### src/rtl/overlap_module_acc_pkg.sv
// Shared OBS definitions: result width, beat-count width and FSM states
// used by the overlap recombiner and its accumulating wrapper.
package overlap_module_acc_pkg;

    typedef enum logic [1:0] {
        IDLE = 2'd0,
        ACC  = 2'd1,
        HOLD = 2'd2
    } obs_state_e;

    function automatic int res_w(input int w);
        return 2 * w + 1;
    endfunction

    function automatic int beat_w(input int max_beats);
        return $clog2(max_beats + 1);
    endfunction

endpackage

### src/rtl/overlap_core.sv
// OBS overlap: interleaves four W-bit sub-products into a 2W+1 result.
// Purely combinational so other OBS levels can reuse it unregistered.
module overlap_core
    import overlap_module_acc_pkg::*;
#(
    parameter int W = 17
) (
    input  logic [W-1:0]          b_in1,
    input  logic [W-1:0]          b_in2,
    input  logic [W-1:0]          b_in3,
    input  logic [W-1:0]          b_in4,
    output logic [res_w(W)-1:0]  ov
);

    // Even bits pair b_in1[i] with b_in4 shifted up one position.
    for (genvar i = 0; i <= W; i++) begin : g_even
        if (i == 0) begin : g_lo
            assign ov[0] = b_in1[0];
        end else if (i == W) begin : g_hi
            assign ov[2*W] = b_in4[W-1];
        end else begin : g_mid
            assign ov[2*i] = b_in1[i] ^ b_in4[i-1];
        end
    end

    for (genvar i = 0; i < W; i++) begin : g_odd
        assign ov[2*i+1] = b_in2[i] ^ b_in3[i];
    end

endmodule

### src/rtl/overlap_module_acc.sv
// Handshaked OBS overlap stage with XOR burst accumulation, an optional
// pipeline register and a sticky protocol-error flag.
module overlap_module_acc
    import overlap_module_acc_pkg::*;
#(
    parameter int W         = 17,
    parameter int PIPE      = 0,
    parameter int MAX_BEATS = 8
) (
    input  logic                          clk,
    input  logic                          rst_n,
    input  logic                          in_valid,
    output logic                          in_ready,
    input  logic                          in_first,
    input  logic                          in_last,
    input  logic [W-1:0]                  b_in1,
    input  logic [W-1:0]                  b_in2,
    input  logic [W-1:0]                  b_in3,
    input  logic [W-1:0]                  b_in4,
    output logic                          out_valid,
    input  logic                          out_ready,
    output logic [res_w(W)-1:0]          out_data,
    output logic [beat_w(MAX_BEATS)-1:0] out_beats,
    output logic                          err,
    input  logic                          err_clr
);

    localparam int RW = res_w(W);
    localparam int CW = beat_w(MAX_BEATS);
    localparam logic [CW-1:0] CNT_MAX = CW'(MAX_BEATS);
    localparam logic [CW-1:0] CNT_ONE = CW'(1);

    obs_state_e     state;
    logic [RW-1:0]  acc;
    logic [CW-1:0]  cnt;
    logic [RW-1:0]  ov;

    logic           fsm_ready;
    logic           bv;
    logic           bf;
    logic           bl;
    logic [RW-1:0]  bov;

    logic           take;
    logic           burst_open;
    logic           open_new;
    logic           close;
    logic [RW-1:0]  nxt_acc;
    logic [CW-1:0]  nxt_cnt;

    overlap_core #(.W(W)) u_core (
        .b_in1 (b_in1),
        .b_in2 (b_in2),
        .b_in3 (b_in3),
        .b_in4 (b_in4),
        .ov    (ov)
    );

    assign fsm_ready = !(out_valid && !out_ready);

    if (PIPE != 0) begin : g_pipe
        logic           s_valid;
        logic           s_first;
        logic           s_last;
        logic [RW-1:0]  s_ov;

        // Stage refills whenever it is empty or handing its beat on.
        assign in_ready = !s_valid || fsm_ready;

        always_ff @(posedge clk or negedge rst_n) begin
            if (!rst_n) begin
                s_valid <= 1'b0;
                s_first <= 1'b0;
                s_last  <= 1'b0;
                s_ov    <= '0;
            end else if (in_ready) begin
                s_valid <= in_valid;
                if (in_valid) begin
                    s_first <= in_first;
                    s_last  <= in_last;
                    s_ov    <= ov;
                end
            end
        end

        assign bv  = s_valid;
        assign bf  = s_first;
        assign bl  = s_last;
        assign bov = s_ov;
    end else begin : g_flow
        assign in_ready = fsm_ready;
        assign bv       = in_valid;
        assign bf       = in_first;
        assign bl       = in_last;
        assign bov      = ov;
    end

    assign take       = bv && fsm_ready;
    assign burst_open = (state == ACC);

    // A beat leaving HOLD is handled as if the FSM were already IDLE.
    always_comb begin
        open_new = !burst_open || bf;
        nxt_acc  = open_new ? bov : (acc ^ bov);
        nxt_cnt  = open_new ? CNT_ONE : (cnt + CNT_ONE);
        close    = bl || (nxt_cnt == CNT_MAX);
    end

    always_ff @(posedge clk or negedge rst_n) begin
        if (!rst_n) begin
            state     <= IDLE;
            acc       <= '0;
            cnt       <= '0;
            out_valid <= 1'b0;
            out_data  <= '0;
            out_beats <= '0;
            err       <= 1'b0;
        end else begin
            if (err_clr) begin
                err <= 1'b0;
            end
            if (state == HOLD && out_ready) begin
                out_valid <= 1'b0;
                state     <= IDLE;
            end
            if (take) begin
                if (burst_open && bf) begin
                    err <= 1'b1;
                end
                if (close) begin
                    out_data  <= nxt_acc;
                    out_beats <= nxt_cnt;
                    out_valid <= 1'b1;
                    state     <= HOLD;
                    acc       <= '0;
                    cnt       <= '0;
                    if (!bl) begin
                        err <= 1'b1;
                    end
                end else begin
                    acc   <= nxt_acc;
                    cnt   <= nxt_cnt;
                    state <= ACC;
                end
            end
        end
    end

endmodule

### config.mk
export PLATFORM = sky130hd
export DESIGN_NAME = overlap_module_acc
export DESIGN_NICKNAME = d
export VERILOG_FILES = /design/src/rtl/overlap_module_acc_pkg.sv /design/src/rtl/overlap_core.sv /design/src/rtl/overlap_module_acc.sv
export SDC_FILE = /design/constraint.sdc
export NUM_CORES = 1
export LEC_CHECK = 0
export ABC_AREA = 1
export CAP_MARGIN = 20
export CORE_UTILIZATION = 45
export CTS_CLUSTER_SIZE = 8
export DETAILED_ROUTE_END_ITERATION = 10
export PLACE_DENSITY = 0.77
export SYNTH_ARGS = -nofsm -noshare
export SYNTH_HDL_FRONTEND = slang
export SYNTH_SLANG_ARGS = --single-unit
### constraint.sdc
create_clock -name clk -period 1.6 [get_ports clk]
set_input_delay 0.16 -clock clk [delete_from_list [all_inputs] [get_ports clk]]
set_output_delay 0.16 -clock clk [all_outputs]
set_load 0.02 [all_outputs]
== Yosys cells after proc, flatten, opt, wreduce, memory -nomap -nowiden ==
Cells that the tools add are included.

* Bitwise operators: 34
* $add $sub $neg: 1
* Reductions and logical operators: 11
* Eq/ne operators: 3
* Multiplexer cells: 15

{| class="wikitable"
|+ Operators by type and width
! kind !! number
|-
| 2-to-1 mux 35 bit || 2
|-
| bitwise XOR 35 bit || 1
|-
| bitwise XOR 1 bit || 33
|-
| 2-to-1 mux 1 bit || 8
|-
| 2-to-1 mux 4 bit || 2
|-
| 2-to-1 mux 2 bit || 3
|-
| adder 4 x 1 -> 4 bit (second input constant) || 1
|-
| == test 4 bit (second input constant) || 1
|-
| logical AND 1 bit || 4
|-
| zero test 1 bit || 3
|-
| == test 2 x 1 -> 1 bit (second input constant) || 1
|-
| == test 2 bit (second input constant) || 1
|-
| logical OR 1 bit || 2
|-
| AND reduction 2 bit || 1
|-
| nonzero test 2 bit || 1
|}

* Output and inout port bits: 42
* Register bits: 82

== Logic depth before layout (Yosys ltp) ==
Gate-level depths: netlist of run 1.

* Depth after elaboration: 8
* Depth in mapped cells: 11

== Cells and area by module ==
From an unflattened synthesis of run 1, not the netlist that was laid out.

* Cell total of the unflattened synthesis: 653
* Area, all modules: 4621.9 um^2

{| class="wikitable"
|+ Modules (own cells, without submodules)
! module !! sequential area each (um^2) !! area each (um^2) !! times used !! cells an instance
|-
| overlap_module_acc || 2052.0 || 3987.6 || 1 || 486
|-
| overlap_core || 0.0 || 634.4 || 1 || 167
|}

== Worst setup path after synthesis of run 1 ==
Ideal clock, no wire load.

* Path kind: flip-flop to flip-flop
* Start: reg out_valid
* End: reg out_data[10]
* Period minus slack after synthesis: 1.560 ns
* Cell stages (with the launch flop): 8
* Buffers on the path: 2
* Path slack: 0.040 ns
* Data required time: 1.535 ns
* Arrival: 1.495 ns
* Cell sequence: dfrtp_1 > nand2_1 > nand2_2 > inv_1 > buf_2 > buf_2 > nand3_1 > nand2_1

* Cells in the longest elaborated chain, start to end: 4

{| class="wikitable"
|+ Ends and longest elaborated chain
! element !! line !! RTL
|-
| start: declaration || overlap_module_acc.sv:20 || <nowiki>output logic out_valid,</nowiki>
|-
| start signal: assignment || overlap_module_acc.sv:114 || <nowiki>out_valid <= 1'b0;</nowiki>
|-
| start signal: assignment || overlap_module_acc.sv:123 || <nowiki>out_valid <= 1'b0;</nowiki>
|-
| start signal: assignment || overlap_module_acc.sv:133 || <nowiki>out_valid <= 1'b1;</nowiki>
|-
| logical AND 1 bit || overlap_module_acc.sv:59 || <nowiki>assign fsm_ready = !(out_valid && !out_ready);</nowiki>
|-
| zero test 1 bit || overlap_module_acc.sv:59 ||
|-
| named net in_ready || overlap_module_acc.sv:13 || <nowiki>output logic in_ready,</nowiki>
|-
| logical AND 1 bit || overlap_module_acc.sv:98 || <nowiki>assign take = bv && fsm_ready;</nowiki>
|-
| AND reduction 2 bit (no source line) || n/a ||
|-
| end signal: assignment || overlap_module_acc.sv:131 || <nowiki>out_data <= nxt_acc;</nowiki>
|-
| end: declaration || overlap_module_acc.sv:22 || <nowiki>output logic [res_w(W)-1:0] out_data,</nowiki>
|}

The timed path passes the listed nets, and every way through them passes these cells.
A chain may end at the register's enable or synchronous reset.

== Worst setup path in the final report of run 1 ==
* Start: reg cnt[1]
* End: reg acc[6]

* Cells in the longest elaborated chain, start to end: 5

{| class="wikitable"
|+ Ends and longest elaborated chain
! element !! line !! RTL
|-
| start: declaration || overlap_module_acc.sv:35 || <nowiki>logic [CW-1:0] cnt;</nowiki>
|-
| start signal: assignment || overlap_module_acc.sv:142 || <nowiki>cnt <= nxt_cnt;</nowiki>
|-
| adder 4 x 1 -> 4 bit || overlap_module_acc.sv:105 || <nowiki>nxt_cnt = open_new ? CNT_ONE : (cnt + CNT_ONE);</nowiki>
|-
| 2-to-1 mux 4 bit || overlap_module_acc.sv:105 ||
|-
| == test 4 bit || overlap_module_acc.sv:106 || <nowiki>close = bl || (nxt_cnt == CNT_MAX);</nowiki>
|-
| logical OR 1 bit || overlap_module_acc.sv:106 ||
|-
| 2-to-1 mux 35 bit || overlap_module_acc.sv:130 || <nowiki>if (close) begin</nowiki>
|-
| end signal: assignment || overlap_module_acc.sv:141 || <nowiki>acc <= nxt_acc;</nowiki>
|-
| end: declaration || overlap_module_acc.sv:34 || <nowiki>logic [RW-1:0] acc;</nowiki>
|}

Every way passes these cells.

==> flow_summary.json, run 1 <==
{
  "switchingPower_mw": 2.89,
  "powerDensity_mw_per_mm2": 1180,
  "synth_area_leaders": "dfrtp_1 (44%), nand3_1 (12%), nand2_1 (10%), xnor2_1 (6.5%), xor2_1 (6.2%)",
  "violations": "negative setup slack",
  "start_kind": "register",
  "pin_count": 117,
  "grt_usage": 0.239,
  "path_cells": "ha_1 -> inv_2 -> nand3_2 -> nor2_4 -> nand2_2 -> buf_4 -> buf_8 -> nand3_1 -> o21ai_1",
  "final_area_mm2": 0.00657,
  "fmax_mhz": 595,
  "crit_family": "flip-flops",
  "placed_area_mm2": 0.00617,
  "slowest_stage": "dfrtp_1",
  "antenna_found_initial": 0,
  "hp-class": "in2async",
  "placed_cells": 843,
  "cp.arrival_ns": 1.93,
  "path_clk_slew_ns": 0.10,
  "die_y_um": 104,
  "clk_latency_ns": 0.35,
  "avgSynthCellArea_um2": 7.89,
  "cp_max_fo": 12,
  "cts_tree": "done",
  "clockBufferDepth": 2,
  "initial_utilization": 0.472,
  "htreeDepth": 3,
  "grt_max_degree": 40,
  "total_power_mw": 7.74,
  "dp_hpwl_um": 8600,
  "num_rows": 36,
  "swShare": 0.373,
  "setup-violations-final": 78,
  "syn-num-nets": 669,
  "fin_ws_ns": -0.0794,
  "critPathKind": "reg2reg",
  "ys_warn_count": 0,
  "hold_viol": 0,
  "numPortBuffers": 116,
  "clock-sinks": 82,
  "power_frac_comb": 0.408,
  "globalplace.congestion": 0.775,
  "dr.pass1.iters": 5,
  "setup.worst_path.end_class": "register",
  "clock_skew_ns": 0.0152,
  "status": "finished with violations",
  "vias_per_cell": 5.11,
  "holdWs_ns": 0.273,
  "maxSlewViolCount": 0,
  "cts_inserted_buffers": 9,
  "nets": 806,
  "grt_pass1_wl_um": 21100,
  "drc": 0,
  "vdd_ir_drop_max_mv": 0.630,
  "fp.coreArea_mm2": 0.00991,
  "totalWireLength_um": 12500,
  "p_seq_frac": 0.387,
  "intPower_mw": 4.85,
  "synth_top_cell_by_area": "dfrtp_1",
  "rsz0062_at_grt": "true",
  "p_clk_frac": 0.205,
  "synth.distinct_cells": 24,
  "worst-path-buf-inv": 3,
  "cts-root-buf": "clkbuf_8",
  "die_x_um": 104,
  "worst_pin_slew_ns": 0.418,
  "ant_nets": 0,
  "diodes": 0,
  "final_util": 0.663,
  "critPathMaxStageDelay_ns": 0.41,
  "synthesis.area_mm2": 0.00468,
  "ys_seq_elements": 82,
  "fillerInstances": 794,
  "area_growth_pct": 40.4,
  "dieArea_mm2": 0.0108,
  "slew_headroom": 0.721,
  "finalCriticalPeriod_ns": 1.68,
  "ys_seq_area_frac": 0.438,
  "multi_input_area_mm2": 0.00219,
  "grt_pass1_vias": 4556,
  "drive_gt1_frac": 0.109,
  "yosysTopAreaCellShare": 0.438,
  "syn_inst": 593,
  "period_share": 1.05,
  "leakagePower_nw": 3.07,
  "worstPathRequired_ns": 1.85,
  "instances_no_fill": 868,
  "routedWlPerCell_um": 14.4,
  "regArea_mm2": 0.00205,
  "grt.overflow.total": 0,
  "via_count": 4435,
  "drt_iter0_drc": 202,
  "maxCapViolCount": 0
}
## synthesized netlist by cell type
cell type,number
xnor2_1,35
a21oi_1,3
nand4_1,1
nand3_1,115
clkbuf_1,8
inv_1,69
inv_2,1
ha_1,1
nand2_4,2
nor3_1,1
nor2_1,6
nand2_2,2
dfrtp_1,82
nor2_4,1
nand2_1,130
o21ai_1,17
clkinv_1,8
buf_6,7
a22o_1,1
nor2_2,1
o21ai_0,53
buf_2,10
xor2_1,33
buf_4,6
## cell type report
type	instances	area share
clock buffers	9	0.0189
clock inverters	7	0.0129
inverters	78	0.0446
multi-input cells	402	0.334
flip-flops and latches	82	0.312
well taps	133	0.0253
repair buffers	157	0.252
## sequential cells by signal (all words and copies together) (netlist names)
signal and count:
out_data 35, cnt 4, out_beats 4, err 1, out_valid 1, acc 35
state 2
## repair_timing
item                       CTS  global route
setup endpoints to repair   81            80
hold buffers                 1             0
hold endpoints to repair    27             0
gates cloned                 2             1
buffers inserted             5             1
gates resized for setup     12            24
pin swaps                    4             2
## placed cells by master, fill, tap and decap left out, types with 3 or more instances in the layout
cell / instances
o21ai_1: 24
nor2_1: 4
nor2_4: 4
inv_2: 3
buf_8: 4
o21ai_0: 46
xor2_1: 33
nand2_2: 12
dfrtp_1: 82
clkinv_1: 8
clkbuf_8: 9
clkdlybuf4s50_1: 114
buf_4: 24
nand2_1: 120
inv_1: 67
buf_12: 9
nand3_1: 114
xnor2_1: 35
## final timing paths
kind / slack [ns] / startpoint / endpoint / cells after the start
setup / recovery: -0.08 / cnt[1] / acc[6] / 9
hold / removal: 0.27 / rst_n / acc[3] / 2
setup reg to reg: -0.08 / cnt[1] / acc[6] / 9
hold reg to reg: 0.48 / out_data[32] / out_data[32] / 2
max in group asynchronous: 0.73 / rst_n / out_data[23] / 3
min in group clk: 0.42 / err_clr / err / 4
## power groups by stage
stage	logic, mW	clock network (mW)	registers (mW)
after floorplan	1.17	0	3.35
after global placement	2.94	0	3.00
after detailed placement	3.03	0	3.01
after CTS	3.10	1.61	2.98
after global routing	3.46	1.69	3.06
final	3.16	1.59	2.99
## through the flow
stage | setup slack, ns | setup TNS (ns)
6_report | -0.0794 | -3.85
5_1_grt | -0.151 | -8.75
3_3_place_gp | -0.109 | -5.72
3_5_place_dp | -0.195 | -11.30
4_1_cts | -0.0902 | -5.31
2_1_floorplan | 0.0400 | 0
## cell families after synthesis
kind of cell               share of synthesized area
xor gates and xnor gates                       0.127
adders and majority gates                    0.00267
AOI/OAI and AO/OA                             0.0799
DFF                                            0.438
buffers and inverters                          0.106
and+or+nand+nor                                0.246
## routing by layer
layer | global-route usage | share of wire | up-vias
li1 | - | - | 2161
met1 | 0.294 | 0.42 | 2072
met2 | 0.423 | 0.51 | 185
met3 | 0.0370 | 0.060 | 17
met4 | 0.0827 | 0.012 | 0
met5 | 0 | 0 | -
Power figures use the tool's default switching activity.
==> run 2, diff against run 1 <==
CORE_MARGIN = 5   (was not set)
==> flow_summary.json, run 2 (synthesized netlist as in run 1, its figures left out) <==
{
  "cts_tree": "done",
  "period_share": 1.03,
  "slew_headroom": 0.774,
  "diodes": 0,
  "worstPathRequired_ns": 1.84,
  "clock-sinks": 82,
  "dp_hpwl_um": 8930,
  "antenna_found_initial": 0,
  "drc": 0,
  "final_area_mm2": 0.00692,
  "rsz0062_at_grt": "true",
  "pin_count": 117,
  "powerDensity_mw_per_mm2": 1160,
  "vias_per_cell": 5.21,
  "maxCapViolCount": 0,
  "worst_pin_slew_ns": 0.338,
  "totalWireLength_um": 13700,
  "cts_inserted_buffers": 9,
  "via_count": 4523,
  "cp_max_fo": 8,
  "drive_gt1_frac": 0.183,
  "pre_cts_ws_ns": -0.236,
  "hold_viol": 0,
  "grt_pass1_wl_um": 21800,
  "routedWlPerCell_um": 15.7,
  "finalCriticalPeriod_ns": 1.65,
  "critPathKind": "reg2reg",
  "placed_area_mm2": 0.00612,
  "initial_utilization": 0.458,
  "grt_max_degree": 44,
  "worst-path-buf-inv": 2,
  "grt_pass1_vias": 4633,
  "area_growth_pct": 47.7,
  "ant_nets": 0,
  "start_kind": "register",
  "cp.arrival_ns": 1.89,
  "fp.coreArea_mm2": 0.0102,
  "cts-root-buf": "clkbuf_8",
  "layout_commonest_cell": "clkdlybuf4s50_1",
  "grt.overflow.total": 0,
  "clockBufferDepth": 2,
  "clock_skew_ns": 0.0102,
  "vdd_ir_drop_max_mv": 0.545,
  "most-common-layout-cells": "clkdlybuf4s50_1 (109), nand3_1 (104), dfrtp_1 (82)",
  "numPortBuffers": 116,
  "status": "finished with violations",
  "path_clk_slew_ns": 0.08,
  "grt_usage": 0.211,
  "path_cells": "ha_4 -> inv_2 -> nand3_2 -> nor2_4 -> nand2_4 -> nand2_8 -> nand2_8 -> clkbuf_16 -> nand2_2 -> nand2_1",
  "setup.worst_path.end_class": "register",
  "critPathMaxStageDelay_ns": 0.42,
  "top_regs": "acc x35, out_data x35",
  "die_x_um": 112,
  "dr.pass1.iters": 5,
  "dieArea_mm2": 0.0125,
  "slowest_stage": "dfrtp_1",
  "htreeDepth": 3,
  "fmax_mhz": 605,
  "maxSlewViolCount": 0,
  "globalplace.congestion": 0.842,
  "setup-violations-final": 39,
  "cp_common_cell": "nand2_8",
  "die_y_um": 112,
  "crit_family": "simple AND/OR/NAND/NOR gates",
  "total_power_mw": 8.02,
  "clk_latency_ns": 0.35,
  "num_rows": 37,
  "violations": "negative setup slack",
  "fin_ws_ns": -0.0536,
  "leakagePower_nw": 3.22,
  "hp-class": "in2async",
  "nets": 804,
  "drt_iter0_drc": 212
}
## run 2: power by group
group / total (mW) / internal [mW] / switching (mW)
Sequential: 3.09 / 2.63 / 0.462
Combinational: 3.37 / 1.57 / 1.80
Clock: 1.55 / 0.840 / 0.715
## run 2: worst paths after layout
kind                              startpoint            to  slack (ns)  depth (start not counted)
max in group asynchronous              rst_n        acc[9]        0.79                          3
worst max register to register        cnt[1]  out_beats[2]       -0.05                         10
min in group clk                     err_clr           err        0.47                          4
worst min register to register  out_beats[3]  out_beats[3]        0.48                          2
worst max-delay path                  cnt[1]  out_beats[2]       -0.05                         10
worst min-delay path                   rst_n   out_data[4]        0.21                          2
## run 2: metal layers
| layer | wire (um) | global-route usage | share of wire |
|---|---|---|---|
| met5 | 0 | 0 | 0 |
| met4 | 233 | 0.0609 | 0.017 |
| met3 | 857 | 0.0451 | 0.063 |
| met2 | 7050 | 0.372 | 0.52 |
| met1 | 5510 | 0.260 | 0.40 |
## run 2: timing repair
| action | CTS | global route |
|---|---|---|
| buffers inserted | 6 | 1 |
| endpoints found under the hold margin | 56 | 0 |
| hold buffers | 1 | 0 |
| endpoints found under the setup margin | 77 | 79 |
| gates resized for setup | 30 | 80 |
| pin swaps | 8 | 10 |
| cloned | 4 | 3 |
## run 2: per-stage QoR
step                      setup TNS (ns)  cells   util  hold slack, ns
after floorplan                        0    593      -          -0.136
after global placement             -6.58    841  0.598          0.0257
after detailed placement          -13.00    841  0.598          0.0271
after CTS                          -3.22    866  0.642           0.190
after global routing               -3.67    868  0.676           0.218
final                              -1.07    868  0.676           0.208
## run 2: final cells by class
| type | count | area (um^2) |
|---|---|---|
| Fill cell | 799 | 3320 |
| Multi-Input combinational cell | 402 | 2490 |
| Sequential cell | 82 | 2050 |
| Timing Repair Buffer | 155 | 1710 |
| Inverter | 78 | 293 |
| Tap cell | 136 | 170 |
| Clock buffer | 13 | 169 |
| Clock inverter | 2 | 35.0 |
